$ cat src/rtl/riscv_main_ctrl_fsm_if.sv
// rtl/riscv_main_ctrl_fsm_if.sv - control/datapath bundle between main control FSM and the datapath/memory side
interface riscv_main_ctrl_fsm_if;
  logic [31:0] instr_rdata;
  logic        mem_ready;
  logic        zero;
  logic        mem_req;
  logic        adr_src;
  logic        mem_write;
  logic        ir_write;
  logic        pc_en;
  logic        reg_write;
  logic [1:0]  result_src;
  logic [1:0]  alu_src_a;
  logic [1:0]  alu_src_b;
  logic [1:0]  alu_op;
  logic [9:0]  func;
  logic        illegal;

  modport master (
    input  instr_rdata, mem_ready, zero,
    output mem_req, adr_src, mem_write, ir_write, pc_en, reg_write,
           result_src, alu_src_a, alu_src_b, alu_op, func, illegal
  );

  modport slave (
    output instr_rdata, mem_ready, zero,
    input  mem_req, adr_src, mem_write, ir_write, pc_en, reg_write,
           result_src, alu_src_a, alu_src_b, alu_op, func, illegal
  );
endinterface

$ cat src/rtl/riscv_main_ctrl_fsm.sv
// rtl/riscv_main_ctrl_fsm.sv - multicycle RISC-V main control FSM (R-type, LW, SW, BEQ)
// Optional trap state for unsupported opcodes: define RISCV_CTRL_ILLEGAL_TRAP_EN.
module riscv_main_ctrl_fsm (
  input  logic                  clk,
  input  logic                  rst,
  riscv_main_ctrl_fsm_if.master bus
);
  localparam logic [6:0] OP_R   = 7'b0110011;
  localparam logic [6:0] OP_LW  = 7'b0000011;
  localparam logic [6:0] OP_SW  = 7'b0100011;
  localparam logic [6:0] OP_BEQ = 7'b1100011;

`ifdef RISCV_CTRL_ILLEGAL_TRAP_EN
  typedef enum logic [3:0] {
    S_FETCH, S_DECODE, S_MEMADR, S_MEMREAD, S_MEMWB,
    S_MEMWRITE, S_EXECR, S_ALUWB, S_BEQ, S_TRAP
  } state_t;
`else
  typedef enum logic [3:0] {
    S_FETCH, S_DECODE, S_MEMADR, S_MEMREAD, S_MEMWB,
    S_MEMWRITE, S_EXECR, S_ALUWB, S_BEQ
  } state_t;
`endif

  state_t     state, state_n;
  logic [6:0] opcode;
  logic [2:0] funct3;
  logic [6:0] funct7;

  logic       mem_req_c, adr_src_c, mem_write_c, ir_write_c, pc_en_c, reg_write_c, illegal_c;
  logic [1:0] result_src_c, alu_src_a_c, alu_src_b_c, alu_op_c;
  logic [9:0] func_c;

  // Operand/destination fields of the instruction word are consumed by the datapath, not here.
  logic unused_instr_bits;
  assign unused_instr_bits = ^{bus.instr_rdata[24:15], bus.instr_rdata[11:7]};

  always_ff @(posedge clk or posedge rst) begin
    if (rst) begin
      state  <= S_FETCH;
      opcode <= '0;
      funct3 <= '0;
      funct7 <= '0;
    end else begin
      state <= state_n;
      if (ir_write_c) begin
        opcode <= bus.instr_rdata[6:0];
        funct3 <= bus.instr_rdata[14:12];
        funct7 <= bus.instr_rdata[31:25];
      end
    end
  end

  always_comb begin
    state_n      = state;
    mem_req_c    = 1'b0;
    adr_src_c    = 1'b0;
    mem_write_c  = 1'b0;
    ir_write_c   = 1'b0;
    pc_en_c      = 1'b0;
    reg_write_c  = 1'b0;
    illegal_c    = 1'b0;
    result_src_c = 2'b00;
    alu_src_a_c  = 2'b00;
    alu_src_b_c  = 2'b00;
    alu_op_c     = 2'b00;
    case (state)
      S_FETCH: begin
        mem_req_c    = 1'b1;
        alu_src_b_c  = 2'b10;
        result_src_c = 2'b10;
        if (bus.mem_ready) begin
          ir_write_c = 1'b1;
          pc_en_c    = 1'b1;
          state_n    = S_DECODE;
        end
      end
      S_DECODE: begin
        alu_src_a_c = 2'b01;
        alu_src_b_c = 2'b01;
        case (opcode)
          OP_LW, OP_SW: state_n = S_MEMADR;
          OP_R:         state_n = S_EXECR;
          OP_BEQ:       state_n = S_BEQ;
`ifdef RISCV_CTRL_ILLEGAL_TRAP_EN
          default:      state_n = S_TRAP;
`else
          default:      state_n = S_FETCH;
`endif
        endcase
      end
      S_MEMADR: begin
        alu_src_a_c = 2'b10;
        alu_src_b_c = 2'b01;
        state_n     = (opcode == OP_SW) ? S_MEMWRITE : S_MEMREAD;
      end
      S_MEMREAD: begin
        mem_req_c = 1'b1;
        adr_src_c = 1'b1;
        if (bus.mem_ready) state_n = S_MEMWB;
      end
      S_MEMWB: begin
        result_src_c = 2'b01;
        reg_write_c  = 1'b1;
        state_n      = S_FETCH;
      end
      S_MEMWRITE: begin
        mem_req_c   = 1'b1;
        adr_src_c   = 1'b1;
        mem_write_c = 1'b1;
        if (bus.mem_ready) state_n = S_FETCH;
      end
      S_EXECR: begin
        alu_src_a_c = 2'b10;
        alu_op_c    = 2'b10;
        state_n     = S_ALUWB;
      end
      S_ALUWB: begin
        reg_write_c = 1'b1;
        state_n     = S_FETCH;
      end
      S_BEQ: begin
        alu_src_a_c = 2'b10;
        alu_op_c    = 2'b01;
        pc_en_c     = bus.zero;
        state_n     = S_FETCH;
      end
`ifdef RISCV_CTRL_ILLEGAL_TRAP_EN
      S_TRAP: begin
        illegal_c = 1'b1;
      end
`endif
      default: state_n = S_FETCH;
    endcase

    // Strobes are gated by rst directly so nothing fires in the cycle reset rises.
    if (rst) begin
      mem_req_c   = 1'b0;
      mem_write_c = 1'b0;
      ir_write_c  = 1'b0;
      pc_en_c     = 1'b0;
      reg_write_c = 1'b0;
    end
  end

  always_comb begin
    func_c = 10'b0000000_010;
    case (alu_op_c)
      2'b10:   func_c = {funct7, funct3};
      2'b01:   func_c = 10'b0000001_000;
      default: func_c = 10'b0000000_010;
    endcase
  end

  assign bus.mem_req    = mem_req_c;
  assign bus.adr_src    = adr_src_c;
  assign bus.mem_write  = mem_write_c;
  assign bus.ir_write   = ir_write_c;
  assign bus.pc_en      = pc_en_c;
  assign bus.reg_write  = reg_write_c;
  assign bus.result_src = result_src_c;
  assign bus.alu_src_a  = alu_src_a_c;
  assign bus.alu_src_b  = alu_src_b_c;
  assign bus.alu_op     = alu_op_c;
  assign bus.func       = func_c;
  assign bus.illegal    = illegal_c;
endmodule

$ cat src/flat_wrapper.sv
// flat-port wrapper written by rule: the top's interface ports become plain ports
module riscv_main_ctrl_fsm_flat 
  (clk, rst, bus_instr_rdata, bus_mem_ready, bus_zero, bus_mem_req, bus_adr_src, bus_mem_write, bus_ir_write, bus_pc_en, bus_reg_write, bus_result_src, bus_alu_src_a, bus_alu_src_b, bus_alu_op, bus_func, bus_illegal);
  riscv_main_ctrl_fsm_if bus_i ();
  input  logic clk;
  input  logic rst;
  input wire logic [$bits(bus_i.instr_rdata)-1:0] bus_instr_rdata;
  input wire logic [$bits(bus_i.mem_ready)-1:0] bus_mem_ready;
  input wire logic [$bits(bus_i.zero)-1:0] bus_zero;
  output wire logic [$bits(bus_i.mem_req)-1:0] bus_mem_req;
  output wire logic [$bits(bus_i.adr_src)-1:0] bus_adr_src;
  output wire logic [$bits(bus_i.mem_write)-1:0] bus_mem_write;
  output wire logic [$bits(bus_i.ir_write)-1:0] bus_ir_write;
  output wire logic [$bits(bus_i.pc_en)-1:0] bus_pc_en;
  output wire logic [$bits(bus_i.reg_write)-1:0] bus_reg_write;
  output wire logic [$bits(bus_i.result_src)-1:0] bus_result_src;
  output wire logic [$bits(bus_i.alu_src_a)-1:0] bus_alu_src_a;
  output wire logic [$bits(bus_i.alu_src_b)-1:0] bus_alu_src_b;
  output wire logic [$bits(bus_i.alu_op)-1:0] bus_alu_op;
  output wire logic [$bits(bus_i.func)-1:0] bus_func;
  output wire logic [$bits(bus_i.illegal)-1:0] bus_illegal;
  assign bus_i.instr_rdata = bus_instr_rdata;
  assign bus_i.mem_ready = bus_mem_ready;
  assign bus_i.zero = bus_zero;
  assign bus_mem_req = bus_i.mem_req;
  assign bus_adr_src = bus_i.adr_src;
  assign bus_mem_write = bus_i.mem_write;
  assign bus_ir_write = bus_i.ir_write;
  assign bus_pc_en = bus_i.pc_en;
  assign bus_reg_write = bus_i.reg_write;
  assign bus_result_src = bus_i.result_src;
  assign bus_alu_src_a = bus_i.alu_src_a;
  assign bus_alu_src_b = bus_i.alu_src_b;
  assign bus_alu_op = bus_i.alu_op;
  assign bus_func = bus_i.func;
  assign bus_illegal = bus_i.illegal;
  riscv_main_ctrl_fsm u_core (.clk(clk), .rst(rst), .bus(bus_i));
endmodule
$ cat config.mk
export PLATFORM = sky130hd
export DESIGN_NAME = riscv_main_ctrl_fsm_flat
export DESIGN_NICKNAME = d
export VERILOG_FILES = /design/src/rtl/riscv_main_ctrl_fsm_if.sv /design/src/rtl/riscv_main_ctrl_fsm.sv /design/src/flat_wrapper.sv
export SDC_FILE = /design/constraint.sdc
export NUM_CORES = 1
export LEC_CHECK = 0
export CORE_ASPECT_RATIO = 0.6
export CORE_MARGIN = 2
export CORE_UTILIZATION = 44
export CTS_BUF_LIST = sky130_fd_sc_hd__clkbuf_2 sky130_fd_sc_hd__clkbuf_4 sky130_fd_sc_hd__clkbuf_8
export DETAILED_ROUTE_END_ITERATION = 10
export PLACE_DENSITY = 0.88
export SYNTH_ARGS = -nofsm -noshare
export SYNTH_HDL_FRONTEND = slang
export SYNTH_SLANG_ARGS = --single-unit
$ cat constraint.sdc
create_clock -name clk -period 2.9 [get_ports clk]
set_clock_uncertainty 0.1 [all_clocks]
set_input_delay 0.58 -clock clk [delete_from_list [all_inputs] [get_ports clk]]
set_output_delay 0.58 -clock clk [all_outputs]
set_load 0.02 [all_outputs]
# Word level (Yosys, flattened, before mapping)
# Cells that the tools add are included.
# classes
reduce_logical	8
mux	23
eq_ne	17
# ops
operator	n
$pmux W4 S6	1
$pmux W10 S2	1
$eq A4 B3 Y1 const B	4
$pmux W2 S2	4
$eq A7 B6 Y1 const B	2
$mux W4	3
$pmux W4 S3	1
$mux W1	11
$eq A4 B2 Y1 const B	2
$reduce_or A2 Y1	4
$eq A7 B2 Y1 const B	1
$eq A7 B7 Y1 const B	1
$ne A2 B2 Y1 const B	3
$reduce_or A3 Y1	2
$eq A4 B1 Y1 const B	1
$eq A4 B4 Y1 const B	1
$logic_not A4 Y1	1
$mux W3	1
$reduce_and A3 Y1	1
$eq A2 B1 Y1 const B	1
$eq A2 B2 Y1 const B	1
$pmux W1 S2	1
# totals
inputBits	36
reg_bits	21

# Depth between registers and ports, before layout
# Gate-level depths: netlist (run 1).
# logic_depth
depth_word	4
mapped_depth	8
mapped_depth_nobuf	6

# Worst setup path before layout (run 1)
# No wires, ideal clock.
# synth_timing
path_type	register to output
from	register u_core.state[3]
to	output bus_func[1]
arrival_time_ps	1891
setup_slack_ps	329
stages_incl_launch_ff	8
path_buffers	2
t_required_ps	2220
cell_sequence	dfrtp_1 -> clkbuf_1 -> nor2_1 -> nand3_1 -> inv_1 -> ha_1 -> clkbuf_1 -> o21ai_0
# synth_between
elab_chain_len	4
# synth_rtl
item	line	rtl
start: declaration	riscv_main_ctrl_fsm.sv:25	state_t state, state_n;
start signal: assignment	riscv_main_ctrl_fsm.sv:45	state <= state_n;
$eq A4 B4 Y1 or $eq A4 B3 Y1 (tied branches)	riscv_main_ctrl_fsm.sv:67	case (state)
$pmux W2 S2 *	riscv_main_ctrl_fsm.sv:67	
named net bus_alu_op[1]	flat_wrapper.sv:19	output wire logic [$bits(bus_i.alu_op)-1:0] bus_alu_op;
$eq A2 B1 Y1 or $eq A2 B2 Y1 (tied branches)	riscv_main_ctrl_fsm.sv:148	case (alu_op_c)
$pmux W10 S2 *	riscv_main_ctrl_fsm.sv:148	
end: declaration	flat_wrapper.sv:20	output wire logic [$bits(bus_i.func)-1:0] bus_func;
# The timed path passes the listed nets; every way through them passes the cells marked *.

# Worst setup path in the final report (run 1)
# layout_timing
from	register u_core.state[3]
to	output bus_ir_write
# layout_between
elab_chain_len	3
# layout_rtl
item	line	rtl
$logic_not A4 Y1	riscv_main_ctrl_fsm.sv:67	
$mux W1	riscv_main_ctrl_fsm.sv:67	
$mux W1	riscv_main_ctrl_fsm.sv:137	if (rst) begin
end: declaration	flat_wrapper.sv:13	output wire logic [$bits(bus_i.ir_write)-1:0] bus_ir_write;
# Every way passes these cells.

==> flow_metrics.py, run 1 <==
metrics = {
    "die": {
        "die_width_um": 72.3,
        "die_h_um": 45.0,
        "pin_count": 61,
        "floorplan.die_area_um2": 3250,
        "rows": 14,
        "floorplan.initialDensity_pct": 47.8,
        "core_region_area_um2": 2570,
    },
    "finish": {
        "nFillCells": 173,
        "instances_no_fill": 193,
        "final-seq-area_um2": 526,
        "multi_input_comb_area_um2": 661,
        "post_route_cells_drive_above_1_share_pct": 19.9,
        "final_net_count": 201,
        "flow.area_growth_from_synthesis_pct": 46.0,
        "antenna-diode-count": 0,
    },
    "sta": {
        "layout_setup_ws_ps": 121,
        "timing.final.crit_period_ps": 2780,
        "final.setup.tns_ps": 0,
        "period_share_pct": 95.8,
        "clock.fmax_mhz": 360,
        "final-hold-violation-count": 0,
        "drv_slew": 0,
        "final-setup-viol-count": 0,
        "rsz_0062_raised_after_global_routing": "no",
    },
    "clocking": {
        "cts_num_sinks": 21,
        "tritoncts": "done",
        "clock_latency_ps": 260,
        "clock_pin_slew_on_the_worst_setup_and_hold_paths_ps": 80,
        "clock_path_buffers": 2,
        "post_cts_buffers": 0,
        "root_buffer": "sky130_fd_sc_hd__clkbuf_8",
        "numCtsBuffers": 3,
        "cts_max_level": 1,
    },
    "synth": {
        "synth_simple_gate_area_share_pct": 23.2,
        "mapped_area_um2": 1230,
        "synth_sequential_area_ratio_pct": 42.7,
        "synth_top_family_by_area": "simple AND/OR/NAND/NOR gates",
        "total_nets_after_synthesis": 152,
        "postSynthCellCount": 113,
        "ys_warn_count": 0,
        "post_synth_fa_ha_maj_area_fraction_pct": 3.05,
        "synthXorXnorAreaFrac_pct": 0.712,
        "share_of_synthesized_area_spent_on_multiplexers_pct": 18.0,
        "synth_cell_types": 36,
        "ys_ff_latch": 21,
        "synth-main-ff-cell": "sky130_fd_sc_hd__dfrtp_1",
        "synth-async-reset-ratio_pct": 100,
        "number_of_enable_type_register_cells_in_the_synthesized_netlist": 0,
        "syn_area_per_cell_um2": 10.9,
        "synth_compound_area_share_pct": 7.43,
    },
    "drt": {
        "number_of_vias_after_detailed_routing": 1016,
        "vias_per_cell": 5.26,
        "postRouteAntennaNets": 0,
        "detail_route.wirelength_um": 2990,
        "drt_pre_antenna_iters": 4,
        "drt_drc_violations_left": 0,
        "dr.first_iter.drc_count": 65,
        "routedWlPerCell_um": 15.5,
    },
    "global_routing": {
        "overflow": 0,
        "grt_usage_pct": 21.2,
        "grt_max_degree": 22,
        "initial_antenna_violation_count": 0,
        "wire_length_of_the_first_global_routing_pass_um": 5090,
        "first_global_vias": 1021,
    },
    "power": {
        "power.density_cell_area_nw_per_um2": 817,
        "power_report.internal_total_uw": 936,
        "seqPwrFrac_pct": 36.5,
        "p_sw_share_pct": 36.2,
        "cellLeakagePower_nw": 0.841,
        "power.share.clock_pct": 13.1,
        "power_switching_uw": 530,
        "p_comb_share_pct": 50.4,
        "ir_worst_vdd_mv": 0.490,
    },
    "placed_design": {
        "post-place-ws_ps": 158,
        "port_buffers": 44,
        "place.detailed.hpwl_um": 2400,
        "place_congestion": 0.792,
        "post-place-cells": 189,
    },
    "setup_path": {
        "worstSetupPathType": "reg2out",
        "timing.critical_path.to_type": "output pin",
        "timing.reg2reg.setup_slack_ps": 1010,
        "startpoint_type": "flop",
        "worst-endpoint-arrival_ps": 2100,
        "crit_path_max_fanout": 7,
        "critPathRequiredTime_ps": 2220,
    },
    "min_path": {
        "type_of_the_worst_min_delay_path": "reg2reg",
    },
    "status": {
        "outcome": "finished clean",
    },
    "flow_run": {
        "max_cap_violations": 0,
    },
}
==> worst paths after layout <==
check	startpoint	endpoint	cells after the start
min in group asynchronous	rst	u_core.state[2]	3
setup reg to reg	u_core.state[3]	u_core.funct7[5]	5
setup / recovery	u_core.state[3]	bus_ir_write	5
hold reg to reg	u_core.funct7[4]	u_core.funct7[4]	1
max in group asynchronous	rst	u_core.opcode[0]	3
hold / removal	u_core.funct7[4]	u_core.funct7[4]	1
==> Yosys cell counts, drive strengths merged, types with 2 or more instances <==
library cell  count  area share [%]
dfrtp            21              43
mux2             17              18
and2              8             4.1
nor2              6             1.8
inv               5             1.5
nor2b             5             2.5
o21ai             5             2.0
a21oi             4             1.6
clkbuf            4             1.2
nand2             4             1.2
nor3              4             1.6
buf               3             1.8
ha                3             3.1
nand2b            3             1.5
nand3             3             2.2
nor4              2             2.2
o21a              2             1.2
==> layout make-up <==
cell class                 instances  area share (%)
multi-input combinational         80            36.8
clock buffer                       3            2.30
timing repair buffer              51            28.1
tap                               32            2.23
sequential                        21            29.3
inverter                           5            1.05
clock inverter                     1           0.279
==> power by group through the flow <==
stage | clock (mW) | sequential (mW) | combinational [mW]
after floorplan | 0 | 0.503 | 0.501
after global placement | 0 | 0.523 | 0.708
after detailed placement | 0 | 0.539 | 0.740
after CTS | 0.194 | 0.533 | 0.744
after global routing | 0.211 | 0.554 | 0.798
final | 0.192 | 0.535 | 0.739
==> cell families (layout without fill, tap and decap cells) <==
logic type / count (synthesis) / in the layout
fa+ha+maj: 3 / 3
other cells: 1 / 1
compound gates: 15 / 15
simple gates: 43 / 43
buf+inv: 12 / 60
flops: 21 / 21
mux: 17 / 17
xor+xnor: 1 / 1
==> sequential cells by signal, indices dropped and copies added (netlist names) <==
signal	flops
u_core.funct3	3
u_core.funct7	7
u_core.opcode	7
u_core.state	4
==> per-layer routing <==
layer	share of wire (%)	up-vias	wire length, µm	global-route usage (%)
met2	49	36	1470	36.3
met3	6.6	0	197	5.36
met4	0	0	0	3.40
li1	-	487	-	-
met5	0	-	0	0
met1	44	493	1320	28.1
==> worst max-delay path, stage by stage, from the launching register on <==
cell and delay, ps:
sky130_fd_sc_hd__dfrtp_1 440, sky130_fd_sc_hd__buf_4 200, sky130_fd_sc_hd__nor4_4 370, sky130_fd_sc_hd__nand3_4 140, sky130_fd_sc_hd__inv_1 80, sky130_fd_sc_hd__clkdlybuf4s50_1 600
==> cell usage in the layout (no fill, tap or decap), types with 5 or more instances in the layout <==
cell / count
sky130_fd_sc_hd__and2_1: 8
sky130_fd_sc_hd__buf_4: 7
sky130_fd_sc_hd__clkdlybuf4s50_1: 38
sky130_fd_sc_hd__dfrtp_1: 21
sky130_fd_sc_hd__dlymetal6s2s_1: 5
sky130_fd_sc_hd__inv_1: 5
sky130_fd_sc_hd__mux2_2: 9
sky130_fd_sc_hd__mux2_4: 8
sky130_fd_sc_hd__nor2_1: 6
sky130_fd_sc_hd__nor2b_1: 5
sky130_fd_sc_hd__o21ai_0: 5
==> repair_timing <==
| item | CTS | global route |
|---|---|---|
| setup endpoints to repair | 2 | 10 |
| resized for setup | 2 | 6 |
| hold buffers | 0 | 0 |
==> through the flow <==
| step | util [%] | total power, mW | instance area, µm² | hold slack [ps] |
|---|---|---|---|---|
| 3_5_place_dp | 67.0 | 1.28 | 1730 | 388 |
| 2_1_floorplan | - | 1.00 | 1230 | 355 |
| 6_report | 69.7 | 1.47 | 1800 | 405 |
| 3_3_place_gp | 67.0 | 1.23 | 1730 | 382 |
| 4_1_cts | 68.9 | 1.47 | 1770 | 408 |
| 5_1_grt | 69.7 | 1.56 | 1800 | 411 |
Note: power is estimated with default switching activity, not from simulation.
==> run 2, diff against run 1 <==
--- a/config.mk
+++ b/config.mk
@@ -5,12 +5,14 @@
 export SDC_FILE = /design/constraint.sdc
 export NUM_CORES = 1
 export LEC_CHECK = 0
+export CELL_PAD_IN_SITES_DETAIL_PLACEMENT = 0
+export CELL_PAD_IN_SITES_GLOBAL_PLACEMENT = 1
 export CORE_ASPECT_RATIO = 0.6
 export CORE_MARGIN = 2
-export CORE_UTILIZATION = 44
+export CORE_UTILIZATION = 33
 export CTS_BUF_LIST = sky130_fd_sc_hd__clkbuf_2 sky130_fd_sc_hd__clkbuf_4 sky130_fd_sc_hd__clkbuf_8
 export DETAILED_ROUTE_END_ITERATION = 10
-export PLACE_DENSITY = 0.88
+export PLACE_DENSITY_LB_ADDON = 0.08
 export SYNTH_ARGS = -nofsm -noshare
 export SYNTH_HDL_FRONTEND = slang
 export SYNTH_SLANG_ARGS = --single-unit
==> run 2 against run 1 <==
Clock-buffer cell count grew 1. Combinational power is essentially flat. Worst hold slack lost 1.7 ps. Final area grew 2.3%. Critical path type unchanged. Highest routed layer is now met4.
==> flow_metrics.py, run 2 (synthesized netlist as in run 1, its figures left out) <==
metrics = {
    "clocking": {
        "clock_pin_slew_on_the_worst_setup_and_hold_paths_ps": 70,
        "cts-hold-fix-buffers": 0,
        "numCtsBuffers": 3,
        "clock_latency_ps": 250,
        "tritoncts": "done",
        "cts_num_sinks": 21,
        "cts_max_level": 1,
        "clock_path_buffers": 2,
        "root_buffer": "sky130_fd_sc_hd__clkbuf_8",
    },
    "power": {
        "cellLeakagePower_nw": 0.851,
        "ir_worst_vdd_mv": 0.466,
        "power.density_cell_area_nw_per_um2": 798,
    },
    "drt": {
        "routedWlPerCell_um": 13.1,
        "postRouteAntennaNets": 0,
        "drt_pre_antenna_iters": 4,
        "vias_per_cell": 4.79,
        "dr.first_iter.drc_count": 47,
        "detail_route.wirelength_um": 2750,
        "number_of_vias_after_detailed_routing": 1005,
        "drt_drc_violations_left": 0,
    },
    "die": {
        "floorplan.die_area_um2": 4250,
        "floorplan.initialDensity_pct": 34.0,
        "die_h_um": 51.3,
        "die_width_um": 82.8,
        "pin_count": 61,
        "core_region_area_um2": 3620,
        "rows": 17,
    },
    "setup_path": {
        "crit_path_max_fanout": 9,
        "ff_to_ff_start": "u_core.state[2]",
        "r2r_end": "u_core.opcode[0]",
        "reg2reg_path_depth": 5,
        "startpoint_type": "flop",
        "crit_top_cell": "sky130_fd_sc_hd__buf_4",
        "timing.reg2reg.setup_slack_ps": 940,
        "timing.critical_path.slowest_stage_cell": "sky130_fd_sc_hd__clkdlybuf4s50_1",
        "worst-endpoint-arrival_ps": 2130,
        "critPathCapture": "bus_mem_req",
        "crit_chain": "buf_4, nor4_4, buf_4, o21a_1, clkdlybuf4s50_1",
        "setup.worst_path.start": "u_core.state[2]",
        "timing.critical_path.to_type": "output pin",
        "cp_num_buf_inv": 3,
        "worstSetupPathType": "reg2out",
        "cpPeakStageDelay_ps": 590,
        "cpLargestDelayFamily": "buffers and inverters",
        "crit_cells": 5,
        "critPathRequiredTime_ps": 2220,
    },
    "finish": {
        "antenna-diode-count": 0,
        "final_net_count": 203,
        "post_route_cells_drive_above_1_share_pct": 21.5,
        "flow.area_growth_from_synthesis_pct": 49.3,
        "nFillCells": 333,
        "final_common_cell": "sky130_fd_sc_hd__clkdlybuf4s50_1",
        "biggestRegsByFlops": "u_core.funct7: 7 flops, u_core.opcode: 7 flops, u_core.state: 4 flops",
        "most-common-layout-cells": "38 x sky130_fd_sc_hd__clkdlybuf4s50_1, 21 x sky130_fd_sc_hd__dfrtp_1, 9 x sky130_fd_sc_hd__mux2_2, 9 x sky130_fd_sc_hd__buf_4",
    },
    "sta": {
        "fin_hold_ws_ps": 403,
        "period_share_pct": 96.8,
        "rsz_0062_raised_after_global_routing": "no",
        "clock.fmax_mhz": 356,
        "drv_slew": 0,
        "final-hold-violation-count": 0,
        "final.setup.tns_ps": 0,
        "final-setup-viol-count": 0,
        "timing.final.crit_period_ps": 2810,
    },
    "global_routing": {
        "grt_max_degree": 20,
        "wire_length_of_the_first_global_routing_pass_um": 4620,
        "initial_antenna_violation_count": 0,
        "grt_usage_pct": 13.7,
        "overflow": 0,
        "first_global_vias": 990,
    },
    "placed_design": {
        "port_buffers": 44,
        "place_congestion": 0.777,
        "place.detailed.hpwl_um": 2140,
    },
    "flow_run": {
        "max_cap_violations": 0,
    },
    "min_path": {
        "type_of_the_worst_min_delay_path": "reg2reg",
    },
    "status": {
        "outcome": "finished clean",
    },
}
-- run 2: cell count changes in the layout (fill, tap and decap cells not counted) --
cell,change
sky130_fd_sc_hd__nand3_2,+1
sky130_fd_sc_hd__buf_4,+2
sky130_fd_sc_hd__clkbuf_4,+1
sky130_fd_sc_hd__nand3_1,-1
sky130_fd_sc_hd__clkinv_2,-1
-- run 2: area by class of cell --
| class | instances | area, µm² | area share [%] |
|---|---|---|---|
| tap | 47 | 58.8 | 3.20 |
| sequential | 21 | 526 | 28.6 |
| multi-input combinational | 80 | 666 | 36.2 |
| clock buffer | 4 | 48.8 | 2.66 |
| timing repair buffer | 53 | 519 | 28.3 |
| inverter | 5 | 18.8 | 1.02 |
-- run 2: repair_timing --
item | CTS | global route
pin swaps | 0 | 1
buffers inserted | 0 | 1
gates cloned | 0 | 0
endpoints found under the setup margin | 11 | 11
resized for setup | 2 | 7
-- run 2: worst min-delay path by stage --
stage,startpoint,depth (start not counted),end
6_report,u_core.funct7[5],1,u_core.funct7[5]
3_5_place_dp,u_core.funct7[5],1,u_core.funct7[5]
5_1_grt,u_core.funct3[2],1,u_core.funct3[2]
3_3_place_gp,u_core.funct3[2],1,u_core.funct3[2]
4_1_cts,u_core.funct3[2],1,u_core.funct3[2]
2_1_floorplan,u_core.opcode[4],1,u_core.state[3]
-- run 2: report_power, final --
group	internal (mW)	total, mW	switching, mW
Sequential	0.430	0.531	0.101
Combinational	0.420	0.741	0.321
Clock	0.107	0.193	0.0861
Total	0.956	1.47	0.509
-- run 2: through the flow --
stage	utilization (%)	worst slack (ps)	cell area [µm²]	power, mW	cells
floorplan	-	329	1230	1.00	113
global placement	48.4	59.1	1750	1.24	205
detailed placement	48.4	61.2	1750	1.26	205
CTS	49.8	0.455	1800	1.46	209
global route	50.8	1.49	1840	1.58	210
finish	50.8	92.8	1840	1.47	210
-- run 2: routing by layer --
metal / GRT usage [%] / wire, µm / share of wire (%) / vias to the layer above
li1: - / - / - / 498
met4: 3.28 / 27 / 0.98 / 0
met5: 0 / 0 / 0 / -
met3: 4.20 / 155 / 5.6 / 2
met2: 21.4 / 1160 / 42 / 28
met1: 18.8 / 1410 / 51 / 477
==> run 3, diff against run 2 <==
--- a/config.mk
+++ b/config.mk
@@ -5,11 +5,12 @@
 export SDC_FILE = /design/constraint.sdc
 export NUM_CORES = 1
 export LEC_CHECK = 0
+export ABC_AREA = 1
 export CELL_PAD_IN_SITES_DETAIL_PLACEMENT = 0
 export CELL_PAD_IN_SITES_GLOBAL_PLACEMENT = 1
 export CORE_ASPECT_RATIO = 0.6
 export CORE_MARGIN = 2
-export CORE_UTILIZATION = 33
+export CORE_UTILIZATION = 30
 export CTS_BUF_LIST = sky130_fd_sc_hd__clkbuf_2 sky130_fd_sc_hd__clkbuf_4 sky130_fd_sc_hd__clkbuf_8
 export DETAILED_ROUTE_END_ITERATION = 10
 export PLACE_DENSITY_LB_ADDON = 0.08
==> run 3 against run 2 <==
The run now ends with DRC left. Final area decreased by 3.7%. Setup slack improved by 60 ps. Global-route usage grew 0.49 points. Clock-buffer cell count fell by 1. Synthesized area down 2.2%. Non-clock buffer count down 1. Worst hold slack worse by 20 ps. Synthesized cell count grew 51%. Utilization down 3.8 points. Critical path depth grew 3. Critical endpoint is now bus_alu_src_a[1]. Largest cell class unchanged.
==> flow_metrics.py, run 3 <==
metrics = {
    "synth": {
        "post-synth-top-area-fraction_pct": 43.7,
        "ys_warn_count": 0,
        "total_nets_after_synthesis": 210,
        "mapped_area_um2": 1200,
        "synth-async-reset-ratio_pct": 100,
        "synth-main-ff-cell": "sky130_fd_sc_hd__dfrtp_1",
        "synth_top_cells_by_count": "73 x sky130_fd_sc_hd__nand2_1, 23 x sky130_fd_sc_hd__inv_1, 21 x sky130_fd_sc_hd__dfrtp_1",
        "ys_ff_latch": 21,
        "postSynthCellCount": 171,
        "synthDominantAreaCellType": "sky130_fd_sc_hd__dfrtp_1",
        "synth_simple_gate_area_share_pct": 36.3,
        "synthXorXnorAreaFrac_pct": 0,
        "post_synth_fa_ha_maj_area_fraction_pct": 3.12,
        "synth.most_common_cell": "sky130_fd_sc_hd__nand2_1",
        "share_of_synthesized_area_spent_on_multiplexers_pct": 0,
        "synth_top_family_by_area": "simple AND/OR/NAND/NOR gates",
        "synth.top_cells.by_area": "sky130_fd_sc_hd__dfrtp_1 44%, sky130_fd_sc_hd__nand2_1 23%, sky130_fd_sc_hd__inv_1 7.2%",
        "number_of_enable_type_register_cells_in_the_synthesized_netlist": 0,
        "synth_cell_types": 24,
        "synth_compound_area_share_pct": 4.99,
        "synth_sequential_area_ratio_pct": 43.7,
        "syn_area_per_cell_um2": 7.03,
    },
    "power": {
        "power_report.internal_total_uw": 805,
        "power.share.clock_pct": 14.2,
        "power.density_cell_area_nw_per_um2": 776,
        "p_comb_share_pct": 49.8,
        "p_sw_share_pct": 41.4,
        "ir_worst_vdd_mv": 0.307,
        "cellLeakagePower_nw": 0.969,
        "power_switching_uw": 568,
        "seqPwrFrac_pct": 36.0,
    },
    "setup_path": {
        "crit_path_max_fanout": 6,
        "reg2reg_path_depth": 8,
        "r2r_end": "u_core.opcode[4]",
        "worstSetupPathType": "reg2out",
        "startpoint_type": "flop",
        "ff_to_ff_start": "u_core.state[2]",
        "worst-endpoint-arrival_ps": 2070,
        "timing.reg2reg.setup_slack_ps": 1340,
        "timing.critical_path.to_type": "output pin",
        "critPathRequiredTime_ps": 2220,
    },
    "global_routing": {
        "grt_usage_pct": 14.2,
        "initial_antenna_violation_count": 0,
        "first_global_vias": 1089,
        "overflow": 0,
        "wire_length_of_the_first_global_routing_pass_um": 4920,
        "grt_max_degree": 22,
    },
    "die": {
        "die_width_um": 85.7,
        "core_region_area_um2": 3760,
        "rows": 17,
        "die_h_um": 53.0,
        "floorplan.die_area_um2": 4550,
        "pin_count": 61,
        "floorplan.initialDensity_pct": 31.9,
    },
    "placed_design": {
        "post-place-cells": 265,
        "port_buffers": 44,
        "place_congestion": 0.876,
        "place.detailed.hpwl_um": 2380,
    },
    "drt": {
        "detail_route.wirelength_um": 2940,
        "dr.first_iter.drc_count": 68,
        "vias_per_cell": 4.32,
        "postRouteAntennaNets": 0,
        "drt_pre_antenna_iters": 7,
        "number_of_vias_after_detailed_routing": 1163,
        "drt_drc_violations_left": 3,
        "routedWlPerCell_um": 10.9,
    },
    "sta": {
        "final-hold-violation-count": 0,
        "clock.fmax_mhz": 364,
        "drv_slew": 0,
        "final-setup-viol-count": 0,
        "rsz_0062_raised_after_global_routing": "no",
        "period_share_pct": 94.7,
        "final.setup.tns_ps": 0,
        "timing.final.crit_period_ps": 2750,
    },
    "flow_run": {
        "max_cap_violations": 0,
    },
    "min_path": {
        "whs_endpoint": "u_core.opcode[1]",
        "hold_path_depth": 2,
        "worst_hold_launch": "u_core.opcode[1]",
        "type_of_the_worst_min_delay_path": "reg2reg",
    },
    "clocking": {
        "cts_max_level": 1,
        "clock_latency_ps": 270,
        "numCtsBuffers": 3,
        "post_cts_buffers": 0,
        "tritoncts": "done",
        "root_buffer": "sky130_fd_sc_hd__clkbuf_8",
        "clock_pin_slew_on_the_worst_setup_and_hold_paths_ps": 90,
        "clock_path_buffers": 2,
        "cts_num_sinks": 21,
    },
    "finish": {
        "flow.area_growth_from_synthesis_pct": 47.0,
        "final_common_cell": "sky130_fd_sc_hd__nand2_1",
        "instances_no_fill": 269,
        "most-common-layout-cells": "73 x sky130_fd_sc_hd__nand2_1, 33 x sky130_fd_sc_hd__clkdlybuf4s50_1, 23 x sky130_fd_sc_hd__inv_1",
        "post_route_cells_drive_above_1_share_pct": 9.91,
        "biggestRegsByFlops": "u_core.funct7: 7 flops, u_core.opcode: 7 flops, u_core.state: 4 flops",
        "antenna-diode-count": 0,
        "utilization_pct": 47.0,
        "final_net_count": 262,
    },
    "status": {
        "failed_checks": "DRC",
        "outcome": "finished, violations left",
    },
}
[run 3: cell count changes after synthesis, sizes merged, moves of 7 or more]
cell   delta
nor2     +12
nand3     +7
nand2    +70
inv      +21
and2      -8
mux2     -17
[run 3: per-layer routing]
metal,track usage [%],routed length (µm)
met4,4.76,21
met1,19.8,1580
met5,0,0
met2,20.7,1150
met3,4.52,188
[run 3: worst max-delay path by stage]
stage | slack [ps] | cells after the start | start | to
2_1_floorplan | 430 | 7 | u_core.state[0] | bus_func[1]
3_3_place_gp | 150 | 5 | rst | bus_pc_en
3_5_place_dp | 140 | 5 | rst | bus_pc_en
4_1_cts | 80 | 7 | u_core.state[1] | bus_alu_op[0]
5_1_grt | 10 | 8 | u_core.state[0] | bus_alu_src_a[1]
6_report | 150 | 8 | u_core.state[0] | bus_alu_src_a[1]
[run 3: cell families (layout without fill, tap and decap cells)]
| family | count (synthesis) | count (layout) |
|---|---|---|
| and+or+nand+nor | 105 | 105 |
| buffers and inverters | 31 | 82 |
| DFF | 21 | 21 |
| AOI/OAI and AO/OA | 10 | 10 |
| adders and majority gates | 3 | 3 |
| other | 1 | 1 |
[run 3: area by class of cell]
cell class              count  area (µm²)
fillers                   402        2000
multi-input cells         119         544
flip-flops and latches     21         526
repair buffers             52         490
inverters                  26         100
well taps                  47        58.8
clock buffers               3        41.3
clock inverters             1        7.51
[run 3: power groups by stage]
| stage | combinational, mW | sequential, mW | clock (mW) |
|---|---|---|---|
| floorplan | 0.439 | 0.489 | 0 |
| global placement | 0.681 | 0.498 | 0 |
| global route | 0.772 | 0.510 | 0.219 |
| CTS | 0.688 | 0.492 | 0.205 |
| finish | 0.683 | 0.494 | 0.195 |
| detailed placement | 0.686 | 0.497 | 0 |
[run 3: stage by stage]
stage | setup slack [ps] | hold WS, ps | cell area [µm²] | power [mW]
floorplan | 429 | 349 | 1200 | 0.928
global placement | 148 | 363 | 1720 | 1.18
detailed placement | 143 | 366 | 1720 | 1.18
CTS | 77.5 | 387 | 1760 | 1.39
global route | 13.5 | 406 | 1770 | 1.50
finish | 153 | 382 | 1770 | 1.37
[run 3: worst max-delay path: stages, from the launching register on]
cell and delay [ps]:
sky130_fd_sc_hd__dfrtp_1 390, sky130_fd_sc_hd__buf_4 160, sky130_fd_sc_hd__inv_1 60, sky130_fd_sc_hd__nand2_1 110, sky130_fd_sc_hd__nor2_2 150, sky130_fd_sc_hd__buf_4 160, sky130_fd_sc_hd__nor2_1 80, sky130_fd_sc_hd__nand2_1 80
sky130_fd_sc_hd__clkdlybuf4s50_1 590
[run 3: repair_timing]
item,CTS,global route
gates resized for setup,10,2
endpoints found under the setup margin,10,4
hold buffers,0,0
